### config.mk
export PLATFORM = sky130hd
export DESIGN_NAME = spi_sclk_gen_flat
export DESIGN_NICKNAME = d
export VERILOG_FILES = /design/src/rtl/spi_pkg.sv /design/src/rtl/spi_sclk_gen_if.sv /design/src/rtl/spi_edge_timer.sv /design/src/rtl/spi_sclk_gen.sv /design/src/flat_wrapper.sv
export SDC_FILE = /design/constraint.sdc
export NUM_CORES = 1
export LEC_CHECK = 0
export CORE_UTILIZATION = 30
export CTS_CLUSTER_SIZE = 14
export DETAILED_ROUTE_END_ITERATION = 8
export PLACE_DENSITY = 0.46
export SKIP_CTS_REPAIR_TIMING = 1
export SLEW_MARGIN = 20
export SYNTH_ARGS = -nofsm -noshare
export SYNTH_HDL_FRONTEND = slang
export SYNTH_HIERARCHICAL = 1
export SYNTH_SLANG_ARGS = --single-unit
### constraint.sdc
create_clock -name clk -period 3.3 [get_ports clk]
set_input_delay 0.495 -clock clk [delete_from_list [all_inputs] [get_ports clk]]
set_output_delay 0.495 -clock clk [all_outputs]
set_load 0.01 [all_outputs]
### src/rtl/spi_pkg.sv
// Shared SPI definitions: controller state encoding, clock-mode encoding and default field widths.
package spi_pkg;

    localparam int unsigned SPI_DIV_W = 8;
    localparam int unsigned SPI_CNT_W = 6;

    typedef enum logic [1:0] {
        StIdle = 2'd0,
        StRun  = 2'd1,
        StDone = 2'd2
    } spi_state_e;

    // {cpol, cpha} as in the usual SPI mode numbering
    typedef struct packed {
        logic cpol;
        logic cpha;
    } spi_mode_t;

    // Leading edges sample in CPHA=0, trailing edges sample in CPHA=1.
    function automatic logic is_sample_edge(input spi_mode_t mode, input logic leading);
        return leading ^ mode.cpha;
    endfunction

endpackage

### src/rtl/spi_sclk_gen_if.sv
// Config/start handshake and SCLK/strobe outputs between the SPI controller and the clock generator.
interface spi_sclk_gen_if #(
    parameter int unsigned DIV_W = spi_pkg::SPI_DIV_W,
    parameter int unsigned CNT_W = spi_pkg::SPI_CNT_W
);
    logic             cfg_valid;
    logic [DIV_W-1:0] cfg_div;
    logic [CNT_W-1:0] cfg_pulses;
    logic             cfg_cpol;
    logic             cfg_cpha;
    logic             start_n;
    logic             abort;
    logic             idle;
    logic             sclk;
    logic             sample;
    logic             shift;
    logic             done;
    logic [CNT_W-1:0] pulse_cnt;

    modport master (
        output cfg_valid, cfg_div, cfg_pulses, cfg_cpol, cfg_cpha, start_n, abort,
        input  idle, sclk, sample, shift, done, pulse_cnt
    );

    modport slave (
        input  cfg_valid, cfg_div, cfg_pulses, cfg_cpol, cfg_cpha, start_n, abort,
        output idle, sclk, sample, shift, done, pulse_cnt
    );

endinterface

### src/rtl/spi_edge_timer.sv
// Half-period counter: runs 0..div while enabled and flags the terminal count; held at 0 otherwise.
module spi_edge_timer #(
    parameter int unsigned DIV_W = 8
) (
    input  logic             clk,
    input  logic             rst_n,
    input  logic             en,
    input  logic [DIV_W-1:0] div,
    output logic             tick
);

    logic [DIV_W-1:0] cnt_q, cnt_d;

    assign tick = en && (cnt_q == div);

    always_comb begin
        cnt_d = '0;
        if (en && !tick) begin
            cnt_d = cnt_q + DIV_W'(1);
        end
    end

    always_ff @(posedge clk or negedge rst_n) begin
        if (!rst_n) begin
            cnt_q <= '0;
        end else begin
            cnt_q <= cnt_d;
        end
    end

endmodule

### src/rtl/spi_sclk_gen.sv
// SPI SCLK burst generator: N pulses at a programmable half-period in any CPOL/CPHA mode,
// with single-cycle sample/shift strobes aligned to the registered SCLK edges.
module spi_sclk_gen
    import spi_pkg::*;
#(
    parameter int unsigned DIV_W          = SPI_DIV_W,
    parameter int unsigned CNT_W          = SPI_CNT_W,
    parameter int unsigned DEFAULT_DIV    = 1,
    parameter int unsigned DEFAULT_PULSES = 8
) (
    input logic           clk,
    input logic           rst_n,
    spi_sclk_gen_if.slave bus
);

    spi_state_e       state_q, state_d;
    logic [DIV_W-1:0] div_q, div_d;
    logic [CNT_W-1:0] pulses_q, pulses_d;
    spi_mode_t        mode_q, mode_d;
    logic [CNT_W:0]   edge_q, edge_d;
    logic [CNT_W-1:0] pulse_cnt_q, pulse_cnt_d;
    logic             sclk_q, sclk_d;
    logic             sample_q, sample_d;
    logic             shift_q, shift_d;
    logic             done_q, done_d;
    logic             idle_q, idle_d;

    logic tick, run_en, start_go, leading, last_edge, samp_edge;

    spi_edge_timer #(
        .DIV_W(DIV_W)
    ) u_timer (
        .clk  (clk),
        .rst_n(rst_n),
        .en   (run_en),
        .div  (div_q),
        .tick (tick)
    );

    assign run_en    = (state_q == StRun);
    assign start_go  = (state_q == StIdle) && !bus.cfg_valid && !bus.start_n;
    assign leading   = ~edge_q[0];
    assign last_edge = (edge_q == ({pulses_q, 1'b0} - (CNT_W + 1)'(1)));
    assign samp_edge = is_sample_edge(mode_q, leading);

    always_ff @(posedge clk or negedge rst_n) begin
        if (!rst_n) begin
            state_q <= StIdle;
        end else begin
            state_q <= state_d;
        end
    end

    always_comb begin
        state_d = state_q;
        unique case (state_q)
            StIdle: begin
                if (start_go) begin
                    state_d = (pulses_q == '0) ? StDone : StRun;
                end
            end
            StRun: begin
                if (bus.abort) begin
                    state_d = StIdle;
                end else if (tick && last_edge) begin
                    state_d = StDone;
                end
            end
            StDone:  state_d = StIdle;
            default: state_d = StIdle;
        endcase
    end

    always_comb begin
        div_d       = div_q;
        pulses_d    = pulses_q;
        mode_d      = mode_q;
        edge_d      = edge_q;
        pulse_cnt_d = pulse_cnt_q;
        sample_d    = 1'b0;
        shift_d     = 1'b0;

        if ((state_q == StIdle) && bus.cfg_valid) begin
            div_d       = bus.cfg_div;
            pulses_d    = bus.cfg_pulses;
            mode_d.cpol = bus.cfg_cpol;
            mode_d.cpha = bus.cfg_cpha;
        end

        // CPHA=0 launches the first bit as the burst begins, before any SCLK edge
        if (start_go) begin
            edge_d      = '0;
            pulse_cnt_d = '0;
            shift_d     = (pulses_q != '0) && !mode_q.cpha;
        end

        if (run_en && !bus.abort && tick) begin
            edge_d = edge_q + (CNT_W + 1)'(1);
            if (!leading) begin
                pulse_cnt_d = pulse_cnt_q + CNT_W'(1);
            end
            sample_d = samp_edge;
            shift_d  = !samp_edge && !last_edge;
        end

        sclk_d = (state_d == StRun) ? (sclk_q ^ (run_en && tick)) : mode_d.cpol;
        done_d = (state_d == StDone);
        idle_d = (state_d == StIdle);
    end

    always_ff @(posedge clk or negedge rst_n) begin
        if (!rst_n) begin
            div_q       <= DIV_W'(DEFAULT_DIV);
            pulses_q    <= CNT_W'(DEFAULT_PULSES);
            mode_q      <= '0;
            edge_q      <= '0;
            pulse_cnt_q <= '0;
            sclk_q      <= 1'b0;
            sample_q    <= 1'b0;
            shift_q     <= 1'b0;
            done_q      <= 1'b0;
            idle_q      <= 1'b1;
        end else begin
            div_q       <= div_d;
            pulses_q    <= pulses_d;
            mode_q      <= mode_d;
            edge_q      <= edge_d;
            pulse_cnt_q <= pulse_cnt_d;
            sclk_q      <= sclk_d;
            sample_q    <= sample_d;
            shift_q     <= shift_d;
            done_q      <= done_d;
            idle_q      <= idle_d;
        end
    end

    assign bus.idle      = idle_q;
    assign bus.sclk      = sclk_q;
    assign bus.sample    = sample_q;
    assign bus.shift     = shift_q;
    assign bus.done      = done_q;
    assign bus.pulse_cnt = pulse_cnt_q;

endmodule

### src/flat_wrapper.sv
// flat-port wrapper written by rule: the top's interface ports become plain ports
module spi_sclk_gen_flat import spi_pkg::*;
#(
    parameter int unsigned DIV_W          = SPI_DIV_W,
    parameter int unsigned CNT_W          = SPI_CNT_W,
    parameter int unsigned DEFAULT_DIV    = 1,
    parameter int unsigned DEFAULT_PULSES = 8
)
  (clk, rst_n, bus_cfg_valid, bus_cfg_div, bus_cfg_pulses, bus_cfg_cpol, bus_cfg_cpha, bus_start_n, bus_abort, bus_idle, bus_sclk, bus_sample, bus_shift, bus_done, bus_pulse_cnt);
  spi_sclk_gen_if #(.DIV_W(DIV_W), .CNT_W(CNT_W)) bus_i ();
  input logic clk;
  input logic rst_n;
  input wire logic [$bits(bus_i.cfg_valid)-1:0] bus_cfg_valid;
  input wire logic [$bits(bus_i.cfg_div)-1:0] bus_cfg_div;
  input wire logic [$bits(bus_i.cfg_pulses)-1:0] bus_cfg_pulses;
  input wire logic [$bits(bus_i.cfg_cpol)-1:0] bus_cfg_cpol;
  input wire logic [$bits(bus_i.cfg_cpha)-1:0] bus_cfg_cpha;
  input wire logic [$bits(bus_i.start_n)-1:0] bus_start_n;
  input wire logic [$bits(bus_i.abort)-1:0] bus_abort;
  output wire logic [$bits(bus_i.idle)-1:0] bus_idle;
  output wire logic [$bits(bus_i.sclk)-1:0] bus_sclk;
  output wire logic [$bits(bus_i.sample)-1:0] bus_sample;
  output wire logic [$bits(bus_i.shift)-1:0] bus_shift;
  output wire logic [$bits(bus_i.done)-1:0] bus_done;
  output wire logic [$bits(bus_i.pulse_cnt)-1:0] bus_pulse_cnt;
  assign bus_i.cfg_valid = bus_cfg_valid;
  assign bus_i.cfg_div = bus_cfg_div;
  assign bus_i.cfg_pulses = bus_cfg_pulses;
  assign bus_i.cfg_cpol = bus_cfg_cpol;
  assign bus_i.cfg_cpha = bus_cfg_cpha;
  assign bus_i.start_n = bus_start_n;
  assign bus_i.abort = bus_abort;
  assign bus_idle = bus_i.idle;
  assign bus_sclk = bus_i.sclk;
  assign bus_sample = bus_i.sample;
  assign bus_shift = bus_i.shift;
  assign bus_done = bus_i.done;
  assign bus_pulse_cnt = bus_i.pulse_cnt;
  spi_sclk_gen #(.DIV_W(DIV_W), .CNT_W(CNT_W), .DEFAULT_DIV(DEFAULT_DIV), .DEFAULT_PULSES(DEFAULT_PULSES)) u_core (.clk(clk), .rst_n(rst_n), .bus(bus_i));
endmodule
# Word-level counts from Yosys, hierarchy flattened
# Index checks and enable logic that the tools add are counted.
# W data, S select, Z words.
[totals] ff_bits=44 inputBits=21 out_inout_bits=11 elab_cells=64
[op_classes] n_addsub=4 eq_ne=5 muxes=16 bitwise=3 n_reduce_logical=23
[op_table] op="$mux W6" count=3
[op_table] op="$mux W7" count=2
[op_table] op="$logic_and A1 B1 Y1" count=11
[op_table] op="$mux W2" count=5
[op_table] op="$add A8 B1 Y8 const B" count=1
[op_table] op="$eq A8 B8 Y1" count=1
[op_table] op="$mux W8" count=1
[op_table] op="$add A7 B1 Y7 const B" count=1
[op_table] op="$eq A7 B7 Y1" count=1
[op_table] op="$logic_not A1 Y1" count=7
[op_table] op="$sub A7 B1 Y7 const B" count=1
[op_table] op="$add A6 B1 Y6 const B" count=1
[op_table] op="$logic_not A6 Y1" count=1
[op_table] op="$reduce_bool A6 Y1" count=1
[op_table] op="$eq A2 B1 Y1 const B" count=2
[op_table] op="$logic_not A2 Y1" count=2
[op_table] op="$mux W1" count=4
[op_table] op="$pmux W2 S2" count=1
[op_table] op="$eq A2 B2 Y1 const B" count=1
[op_table] op="$reduce_bool A2 Y1" count=1
[op_table] op="$xor A1 B1 Y1" count=2
[op_table] op="$not A1 Y1" count=1

# Depth between registers and ports, before layout
# Gate-level depths: netlist (run 1).
[depth] depth_word=8 ltp_mapped=10 ltp_nobuf=8

# Modules after synthesis
# The synthesis (run 1) kept the hierarchy.
[by_module_without_submodules] mod="spi_sclk_gen" n_inst=1 cells_each=164 area_each_um2=1769.2 seq_area_each_um2=904.6
[by_module_without_submodules] mod="spi_edge_timer" n_inst=1 cells_each=46 area_each_um2=500.5 seq_area_each_um2=200.2

# Worst setup path after synthesis (run 1)
# No wires, ideal clock.
[synth_path] kind="flip-flop to flip-flop" from="register u_core.div_q[7]" to="register u_core.pulse_cnt_q[5] (netlist: u_core/bus.pulse_cnt[5])" setup_time_ps=129 t_arrival_ps=2394 t_required_ps=3171 slack_ps=776 path_stages_with_launch=10 path_buffers=1 synth_period_minus_slack_ps=2524 cell_sequence="dfrtp_1 > xor2_2 > nor4_2 > and3_1 > and4bb_2 > buf_2 > and2_1 > nand4_1 > o211ai_1 > o31ai_1"
[synth_via] elab_chain_cells=4
[synth_lines] item="from (decl)" line_no="spi_sclk_gen.sv:17" source="logic [DIV_W-1:0] div_q, div_d;"
[synth_lines] item="from (signal assigned)" line_no="spi_sclk_gen.sv:113" source="div_q <= DIV_W'(DEFAULT_DIV);"
[synth_lines] item="from (signal assigned)" line_no="spi_sclk_gen.sv:124" source="div_q <= div_d;"
[synth_lines] item="$eq A8 B8 Y1" line_no="spi_edge_timer.sv:14" source="assign tick = en && (cnt_q == div);"
[synth_lines] item="$logic_and A1 B1 Y1" line_no="spi_edge_timer.sv:14"
[synth_lines] item="net u_core.tick" line_no="spi_sclk_gen.sv:28" source="logic tick, run_en, start_go, leading, last_edge, samp_edge;"
[synth_lines] item="$logic_and A1 B1 Y1" line_no="spi_sclk_gen.sv:97" source="if (run_en && !bus.abort && tick) begin"
[synth_lines] item="$mux W6" line_no="spi_sclk_gen.sv:97"
[synth_lines] item="net u_core.pulse_cnt_d[5]" line_no="spi_sclk_gen.sv:21" source="logic [CNT_W-1:0] pulse_cnt_q, pulse_cnt_d;"
[synth_lines] item="to (signal assigned)" line_no="spi_sclk_gen.sv:128" source="pulse_cnt_q <= pulse_cnt_d;"
[synth_lines] item="to (decl)" line_no="spi_sclk_gen.sv:21"
# The timed path passes the listed nets, and every way through them passes these cells.
# A chain may end at the register's enable or synchronous reset.

# Worst setup path in the final report (run 1)
[layout_path] from="register u_core.u_timer.cnt_q[3]" to="register u_core.pulse_cnt_q[5] (netlist: u_core/bus.pulse_cnt[5])"
[layout_via] elab_chain_cells=4
[layout_lines] item="from (decl)" line_no="spi_edge_timer.sv:12" source="logic [DIV_W-1:0] cnt_q, cnt_d;"
[layout_lines] item="from (signal assigned)" line_no="spi_edge_timer.sv:27" source="cnt_q <= cnt_d;"
[layout_lines] item="$eq A8 B8 Y1" line_no="spi_edge_timer.sv:14"
[layout_lines] item="$logic_and A1 B1 Y1" line_no="spi_edge_timer.sv:14"
[layout_lines] item="net u_core.tick" line_no="spi_sclk_gen.sv:28"
[layout_lines] item="$logic_and A1 B1 Y1" line_no="spi_sclk_gen.sv:97"
[layout_lines] item="$mux W6" line_no="spi_sclk_gen.sv:97"
[layout_lines] item="net u_core.pulse_cnt_d[5]" line_no="spi_sclk_gen.sv:21"
# The timed path passes the listed nets, and every way through them passes these cells.

==> impl_metrics.csv, run 1 <==
group,metric,value,unit
layout,final_cell_mix,"dfrtp_1 (41), clkdlybuf4s50_1 (30), nand2_1 (21), o21ai_0 (18), xor2_1 (14)",
timing,rsz0062_at_grt,"false",
flow_run,maxCapViolations,0,
timing,min_period,2510,ps
route,ant_nets,0,
floorplan,die_y,89.0,µm
worst_setup_path,cpMaxStageDelayCell,"dfrtp_1",
timing,setup_viol,0,
grt,grt_pass1_wl,8200,µm
yosys,synth_cell_types,47,
worst_setup_path,worstSetupPathType,"flop to flop",
floorplan,dieWidth,89.0,µm
worst_setup_path,startpoint_type,"flop",
clock_tree,clk_latency,300,ps
pwr,p_comb_frac,0.202,
worst_setup_path,worstPathCellList,"xor2_2, nor4_2, buf_4, and3_1, and4bb_2, and2_1, nand4_1, o211ai_1, o31ai_1",
place,place_congestion,0.733,
yosys,synth_ff_type,"dfrtp_1",
route,vias_per_cell,4.82,
yosys,ys_warn_count,6,
timing,slew_violations,0,
timing,fmax,0.398,GHz
grt,grt_max_degree,45,
worst_setup_path,r2r_end,"u_core/bus.pulse_cnt[5]",
pwr,p_leak,1.23,nW
yosys,synth_edf_count,0,
grt,gr-total-overflow,0,
route,drt_iter0_drc,75,
layout,layout_commonest_cell,"dfrtp_1",
place,port_buffers,31,
timing,fin_tns_setup,0,ps
pwr,clkPwrFrac,0.312,
place,dp_hpwl,3480,µm
yosys,synth_seq_cells,44,
yosys,yosys.area.top_type,"dfrtp_1",
timing,hold_viol,0,
route,first_pass_iters,4,
grt,grt_usage,0.140,
clock_tree,clk_pin_slew,90,ps
worst_setup_path,worstReg2RegStart,"u_core/u_timer/cnt_q[3]",
timing,fin_ws,787,ps
pwr,power_density,472,mW/mm²
clock_tree,cts_made_buffers,5,
clock_tree,clock_sinks,44,
floorplan,die-area,0.00792,mm²
worst_setup_path,endpoint_kind,"flop",
worst_setup_path,critPathMaxFanout,10,
pwr,power_frac_seq,0.486,
place,pre_cts_slack,805,ps
pwr,ir_drop,0.164,mV
grt,grt_pass1_vias,1633,
clock_tree,htree_num_levels,2,
worst_setup_path,worstRegToRegCells,9,
grt,antenna_found_initial,0,
clock_tree,clk_path_buf_depth,2,
floorplan,io-pin-count,32,
timing,fin_skew,6.99,ps
worst_setup_path,path_delay_family,"simple AND/OR/NAND/NOR gates",
pwr,p_switching,0.000371,W
worst_setup_path,r2r_setup_slack,790,ps
layout,area_growth,24.1,%
route,avgRoutedWirePerCell,13.9,µm
layout,fin_nets,273,
floorplan,initial_core_util,0.311,
clock_tree,cts_tree,"done",
worst_setup_path,crit_arrival,2700,ps
pwr,p_int,0.000959,W
route,vias,1673,
layout,antennaDiodeCount,0,
layout,fill_cells,748,
floorplan,rows,31,
worst_setup_path,cp_slowest_stage_delay,480,ps
yosys,synth_fp_nets,236,
clock_tree,root_buffer,"clkbuf_8",
layout,layout-drive-gt1-share,0.165,
yosys,synth_top_area_share,0.452,
route,routed_wl,4840,µm
timing,period_share,0.762,
yosys,syn-instance-count,210,
pwr,p_total,0.00133,W
pwr,p_sw_frac,0.279,
yosys,syn_avg_cell_area,10.8,µm²
yosys,yosysSeqAreaShare,0.487,
yosys,synth_area_leaders,"dfrtp_1 (45%), mux2_2 (5.5%), xor2_1 (5.4%)",
outcome,run_status,"complete, no violations",
worst_hold_path,min_path_type,"primary input to asynchronous set/reset pin",
timing,slew_headroom,0.626,
yosys,async_flop_share,1.00,
timing,tightest_slew,561,ps
worst_setup_path,path_buf_inv,1,
yosys,netlist_area,0.00227,mm²
worst_setup_path,worstPathRequired,3480,ps
floorplan,fp.coreArea,0.00729,mm²
route,drcViolationCount,0,
synth_stat cells (all sizes together), types with 2 or more instances:
library cell	count
a31oi	2
xor2	16
a211oi	5
inv	8
xnor2	5
nand2	22
a31o	2
ha	5
nand3	6
o21ai	19
nor3b	2
a221oi	3
nor4	4
buf	5
mux2	11
or3	4
nor2b	2
dfstp	3
dfrtp	41
nand4	5
nor2	13
a41o	2
mux2i	3
nor3	4
o31ai	2
and3	4
power by group through the flow:
stage | logic, W | registers [W] | clock network, W
after global routing | 0.000301 | 0.000656 | 0.000460
after floorplan | 0.000175 | 0.000651 | 0
after global placement | 0.000269 | 0.000658 | 0
final | 0.000269 | 0.000646 | 0.000415
after CTS | 0.000273 | 0.000648 | 0.000435
after detailed placement | 0.000273 | 0.000658 | 0
worst reg2reg max path: cells and delay by family, from the launching register on:
family	cells	cell delay (ps)
compound gates	2	320
buf+inv	1	200
flops	1	480
simple gates	5	1210
xor+xnor	1	180
per-stage QoR:
step / hold WS [ps] / cell area [µm²] / utilization / std cells
finish: 171 / 2820 / 0.386 / 347
CTS: 380 / 2810 / 0.386 / 347
detailed placement: 486 / 2700 / 0.371 / 339
floorplan: 199 / 2270 / - / 210
global route: 214 / 2820 / 0.386 / 347
global placement: 484 / 2700 / 0.371 / 339
state kept, by name, summed over array words and instances, names as in the netlist, 2 cells and up:
name and flops:
u_core/mode_q 2, u_core/bus.pulse_cnt 6, u_core/div_q 8, u_core/pulses_q 6, u_core/u_timer/cnt_q 8, u_core/edge_q 7, u_core/state_q 2
how the worst max path moves through the flow:
stage,startpoint,endpoint,slack [ps],depth (start not counted)
final,u_core/u_timer/cnt_q[3],u_core/bus.pulse_cnt[5],790,9
after global routing,u_core/u_timer/cnt_q[3],u_core/bus.pulse_cnt[5],570,9
after CTS,u_core/u_timer/cnt_q[3],u_core/bus.pulse_cnt[5],780,9
after detailed placement,u_core/u_timer/cnt_q[3],u_core/bus.pulse_cnt[5],800,9
after global placement,u_core/div_q[0],u_core/bus.pulse_cnt[5],870,9
after floorplan,u_core/div_q[7],u_core/bus.pulse_cnt[5],780,9
final cells by class:
| class | instances | area [µm²] | share of cell area |
|---|---|---|---|
| multi-input cells | 153 | 1110 | 0.394 |
| flip-flops and latches | 44 | 1100 | 0.392 |
| repair buffers | 35 | 338 | 0.120 |
| well taps | 99 | 124 | 0.0440 |
| clock buffers | 5 | 68.8 | 0.0244 |
| clock inverters | 3 | 42.5 | 0.0151 |
| inverters | 8 | 30.0 | 0.0107 |
routing by layer:
metal  GRT usage  wire [µm]  share of wire
met1       0.202       2390           0.49
met2       0.203       2180           0.45
met3      0.0286        194          0.040
met4      0.0606         72          0.015
met5           0          0              0
kinds of logic after synthesis:
logic type,after synthesis,synth area share
AND/OR/NAND/NOR,72,0.178
AO/OA/AOI/OAI,41,0.126
adder cells (fa/ha/maj),5,0.0276
XOR/XNOR,21,0.0877
buffers and inverters,13,0.0270
flip-flops,44,0.487
multiplexers,14,0.0678
(Power assumes the default switching activity.)
==> run 2: changes to the inputs <==
- PLACE_DENSITY: 0.46 -> 0.48
- clock period: 3.3 -> 2.2 ns (I/O delays scaled with it)
==> run 2 against run 1 <==
Non-clock buffer count rose by 9; core utilization rose by 0.98 points; global-route usage fell by 0.22 points; wire length rose by 1.1%; largest cell class unchanged; design area rose by 2.5%; clock skew fell by 0.85 ps; fmax rose by 19%; flip-flop and latch count did not move; worst setup slack got worse by 690 ps.
==> impl_metrics.csv, run 2 (synthesized netlist as in run 1, its figures left out) <==
group,metric,value,unit
outcome,run_status,"complete, no violations",
route,drt_iter0_drc,59,
floorplan,rows,31,
pwr,p_switching,0.000567,W
layout,fin_nets,282,
route,avgRoutedWirePerCell,13.8,µm
timing,slew_headroom,0.600,
timing,fin_skew,6.14,ps
floorplan,dieWidth,89.0,µm
layout,final_cell_mix,"dfrtp_1 (40), clkdlybuf4s50_1 (30), nand2_1 (21), o21ai_0 (18), xor2_1 (14)",
worst_setup_path,endpoint_kind,"flop",
layout,layout_commonest_cell,"dfrtp_1",
grt,grt_pass1_wl,8140,µm
worst_setup_path,worstSetupPathType,"flop to flop",
pwr,p_sw_frac,0.299,
worst_setup_path,cp_slowest_stage_delay,410,ps
route,vias_per_cell,4.78,
clock_tree,cts_made_buffers,5,
worst_setup_path,path_buf_inv,0,
timing,min_period,2110,ps
pwr,p_comb_frac,0.230,
timing,rsz0062_at_grt,"true",
clock_tree,htree_num_levels,2,
route,first_pass_iters,4,
pwr,clkPwrFrac,0.259,
worst_setup_path,startpoint_type,"flop",
floorplan,fp.coreArea,0.00729,mm²
pwr,ir_drop,0.246,mV
route,vias,1698,
layout,antennaDiodeCount,0,
timing,tightest_slew,600,ps
grt,grt_usage,0.138,
worst_setup_path,cpMaxStageDelayCell,"dfrtp_1",
pwr,p_leak,1.26,nW
worst_setup_path,path_delay_family,"simple AND/OR/NAND/NOR gates",
timing,setup_viol,0,
worst_setup_path,worstPathCellList,"xor2_1, nor4_4, and3_4, and4bb_2, and2_4, nand4_1, o211ai_1, o31ai_1",
floorplan,die-area,0.00792,mm²
pwr,power_frac_seq,0.511,
worst_setup_path,worstPathRequired,2390,ps
clock_tree,cts_tree,"done",
route,ant_nets,0,
floorplan,die_y,89.0,µm
worst_setup_path,critPathMaxFanout,5,
pwr,power_density,658,mW/mm²
place,dp_hpwl,3720,µm
layout,layout-drive-gt1-share,0.207,
grt,gr-total-overflow,0,
layout,largest_registers,"u_core/div_q (8), u_core/u_timer/cnt_q (8), u_core/edge_q (7)",
timing,fin_tns_setup,0,ps
timing,fmax,0.475,GHz
clock_tree,root_buffer,"clkbuf_8",
layout,utilization,0.396,
timing,hold_viol,0,
clock_tree,clock_sinks,44,
timing,period_share,0.958,
flow_run,maxCapViolations,0,
floorplan,io-pin-count,32,
pwr,p_int,0.00133,W
place,port_buffers,31,
grt,antenna_found_initial,0,
clock_tree,clk_path_buf_depth,2,
grt,grt_pass1_vias,1645,
route,drcViolationCount,0,
place,place_congestion,0.723,
route,routed_wl,4890,µm
worst_setup_path,crit_arrival,2300,ps
clock_tree,clk_pin_slew,80,ps
grt,grt_max_degree,20,
layout,area_growth,27.2,%
timing,slew_violations,0,
floorplan,initial_core_util,0.311,
worst_hold_path,min_path_type,"primary input to asynchronous set/reset pin",
clock_tree,clk_latency,300,ps
run 2: changes by cell type in the layout (fill, tap and decap cells not counted), sizes merged:
cell,change
buf,+8
dlygate4sd3,+1
clkbuf,+1
bufinv,-1
clkinvlp,-1
run 2: worst paths after layout:
check                                                to               startpoint  depth (start not counted)  slack (ps)
worst max-delay path            u_core/bus.pulse_cnt[5]  u_core/u_timer/cnt_q[5]                          8          90
min in group clk                       u_core/edge_q[6]         u_core/edge_q[6]                          1         500
worst min-delay path                 u_core/pulses_q[5]                    rst_n                          2         500
worst max register to register  u_core/bus.pulse_cnt[5]  u_core/u_timer/cnt_q[5]                          8          90
max in group asynchronous               u_core/bus.idle                    rst_n                          3        1070
worst min register to register         u_core/edge_q[6]         u_core/edge_q[6]                          1         500
run 2: layout make-up:
class | instances | area, µm²
repair buffers | 44 | 405
multi-input cells | 153 | 1140
clock inverters | 1 | 5.00
clock buffers | 6 | 72.6
fillers | 758 | 4400
flip-flops and latches | 44 | 1110
inverters | 8 | 30.0
well taps | 99 | 124
run 2: stage by stage:
step	total power (W)	hold slack [ps]	worst slack (ps)	instance area (µm²)	cells
final	0.00190	495	92.9	2890	355
after global routing	0.00201	520	-6.10	2890	355
after CTS	0.00192	-29.7	63.5	2860	353
after detailed placement	0.00142	293	72.0	2780	346
after global placement	0.00142	302	117	2780	346
after floorplan	0.00126	34.4	-158	2300	210
run 2: worst reg2reg max path: stages (launching register included):
cell      delay, ps
dfrtp_1         410
xor2_1          180
nor4_4          310
and3_4          240
and4bb_2        240
and2_4          170
nand4_1         160
o211ai_1        200
o31ai_1          90
run 2: per-layer routing:
layer	part of all wire	track usage	up-vias	wire length [µm]
met1	0.50	0.196	829	2460
met2	0.45	0.208	19	2210
met3	0.031	0.0351	6	152
li1	-	-	844	-
met4	0.014	0.0390	0	68
met5	0	0	-	0
run 2: power by group through the flow:
stage | sequential [W] | clock [W] | combinational [W]
6_report | 0.000971 | 0.000492 | 0.000437
5_1_grt | 0.000983 | 0.000538 | 0.000489
4_1_cts | 0.000973 | 0.000505 | 0.000437
3_5_place_dp | 0.000989 | 0 | 0.000435
3_3_place_gp | 0.000986 | 0 | 0.000431
2_1_floorplan | 0.000976 | 0 | 0.000279
==> run 3: changes to the inputs <==
- RECOVER_POWER: unset -> 100
==> run 3 against run 2 <==
Non-clock buffer count unchanged; largest cell class unchanged; largest power group unchanged; sequential share of layout area increased by 0.23 points; wire length barely moved; total power decreased by 0.58%.
==> impl_metrics.csv, run 3 (synthesized netlist as in run 1, its figures left out) <==
group,metric,value,unit
outcome,run_status,"complete, no violations",
timing,slew_headroom,0.324,
worst_setup_path,endpoint_kind,"flop",
clock_tree,clk_path_buf_depth,2,
timing,slew_violations,0,
worst_setup_path,path_buf_inv,0,
worst_setup_path,worstRegToRegCells,8,
pwr,power_density,658,mW/mm²
floorplan,dieWidth,89.0,µm
timing,min_period,2110,ps
worst_setup_path,critPathMaxFanout,5,
worst_setup_path,worstPathRequired,2390,ps
route,vias_per_cell,4.79,
place,place_congestion,0.723,
clock_tree,clk_pin_slew,80,ps
timing,fin_skew,6.08,ps
flow_run,maxCapViolations,0,
layout,fill_cells,764,
route,vias,1701,
layout,antennaDiodeCount,0,
worst_hold_path,min_path_type,"flop to flop",
timing,period_share,0.958,
timing,fmax,0.475,GHz
floorplan,die_y,89.0,µm
route,routed_wl,4890,µm
floorplan,die-area,0.00792,mm²
worst_setup_path,crit_arrival,2290,ps
route,first_pass_iters,4,
layout,largest_registers,"u_core/div_q (8), u_core/u_timer/cnt_q (8), u_core/edge_q (7)",
worst_setup_path,crit_path_start,"u_core/u_timer/cnt_q[5]",
timing,tightest_slew,1010,ps
worst_setup_path,worstPathCellList,"xor2_1, nor4_4, and3_4, and4bb_2, and2_4, nand4_1, o211ai_1, o31ai_1",
worst_setup_path,worstSetupPathType,"flop to flop",
layout,layout_commonest_cell,"dfrtp_1",
timing,rsz0062_at_grt,"true",
route,avgRoutedWirePerCell,13.8,µm
worst_setup_path,worstReg2RegStart,"u_core/u_timer/cnt_q[5]",
route,drcViolationCount,0,
grt,grt_usage,0.138,
route,ant_nets,0,
timing,hold_viol,0,
clock_tree,htree_num_levels,2,
clock_tree,cts_made_buffers,5,
worst_setup_path,cpMaxStageDelayCell,"dfrtp_1",
clock_tree,clk_latency,300,ps
floorplan,io-pin-count,32,
layout,fin_nets,282,
worst_setup_path,crit_cells,8,
grt,grt_pass1_wl,8140,µm
worst_setup_path,r2r_setup_slack,90,ps
floorplan,initial_core_util,0.311,
worst_setup_path,r2r_end,"u_core/bus.pulse_cnt[5]",
worst_setup_path,path_delay_family,"simple AND/OR/NAND/NOR gates",
place,dp_hpwl,3720,µm
place,pre_cts_slack,72.0,ps
layout,layout-drive-gt1-share,0.191,
grt,grt_max_degree,20,
clock_tree,root_buffer,"clkbuf_8",
pwr,p_leak,1.27,nW
floorplan,fp.coreArea,0.00729,mm²
grt,gr-total-overflow,0,
timing,fin_ws,93.2,ps
worst_setup_path,startpoint_type,"flop",
worst_setup_path,endpoint,"u_core/bus.pulse_cnt[5]",
pwr,ir_drop,0.246,mV
clock_tree,clock_sinks,44,
grt,antenna_found_initial,0,
timing,hold_ws,502,ps
timing,setup_viol,0,
route,drt_iter0_drc,56,
layout,final_cell_mix,"dfrtp_1 (40), nand2_1 (21), clkdlybuf4s50_1 (20), o21ai_0 (18), xor2_1 (14)",
clock_tree,cts_tree,"done",
worst_setup_path,cp_slowest_stage_delay,410,ps
floorplan,rows,31,
layout,area_growth,26.5,%
grt,grt_pass1_vias,1645,
worst_hold_path,hp-start,"u_core/bus.pulse_cnt[5]",
place,port_buffers,31,
run 3: cell type report:
| class | instances | area (µm²) | share of cell area |
|---|---|---|---|
| Tap cell | 99 | 124 | 0.0432 |
| Sequential cell | 44 | 1110 | 0.385 |
| Inverter | 8 | 30.0 | 0.0105 |
| Multi-Input combinational cell | 153 | 1140 | 0.399 |
| Clock buffer | 6 | 72.6 | 0.0253 |
| Clock inverter | 1 | 5.00 | 0.00174 |
| Timing Repair Buffer | 44 | 388 | 0.135 |
run 3: worst min path at each step:
stage	endpoint	slack, ps	cells after the start
final	u_core/bus.pulse_cnt[5]	500	1
after global placement	u_core/u_timer/cnt_q[1]	300	1
after detailed placement	u_core/u_timer/cnt_q[1]	290	1
after global routing	u_core/bus.pulse_cnt[5]	520	1
after CTS	u_core/pulses_q[5]	-30	1
after floorplan	u_core/bus.done	30	0
run 3: routing by layer:
layer  part of all wire  wire [µm]  GRT usage
met4              0.015         73     0.0390
met5                  0          0          0
met2               0.45       2210      0.208
met3              0.031        150     0.0351
met1               0.50       2450      0.196
run 3: report_power, final:
part | internal (W) | switching [W] | leakage, nW | total (W)
logic | 0.000212 | 0.000216 | 0.662 | 0.000428
clock network | 0.000216 | 0.000274 | 0.0410 | 0.000490
registers | 0.000895 | 0.0000750 | 0.567 | 0.000970
total | 0.00132 | 0.000565 | 1.27 | 0.00189
run 3: per-stage QoR:
step / cell area, µm² / util / total power [W] / setup TNS (ps) / cells
after floorplan: 2300 / - / 0.00126 / -287 / 210
after global placement: 2780 / 0.381 / 0.00142 / 0 / 346
after CTS: 2860 / 0.392 / 0.00192 / 0 / 353
after detailed placement: 2780 / 0.381 / 0.00142 / 0 / 346
after global routing: 2870 / 0.394 / 0.00200 / -14.3 / 355
final: 2870 / 0.394 / 0.00189 / 0 / 355
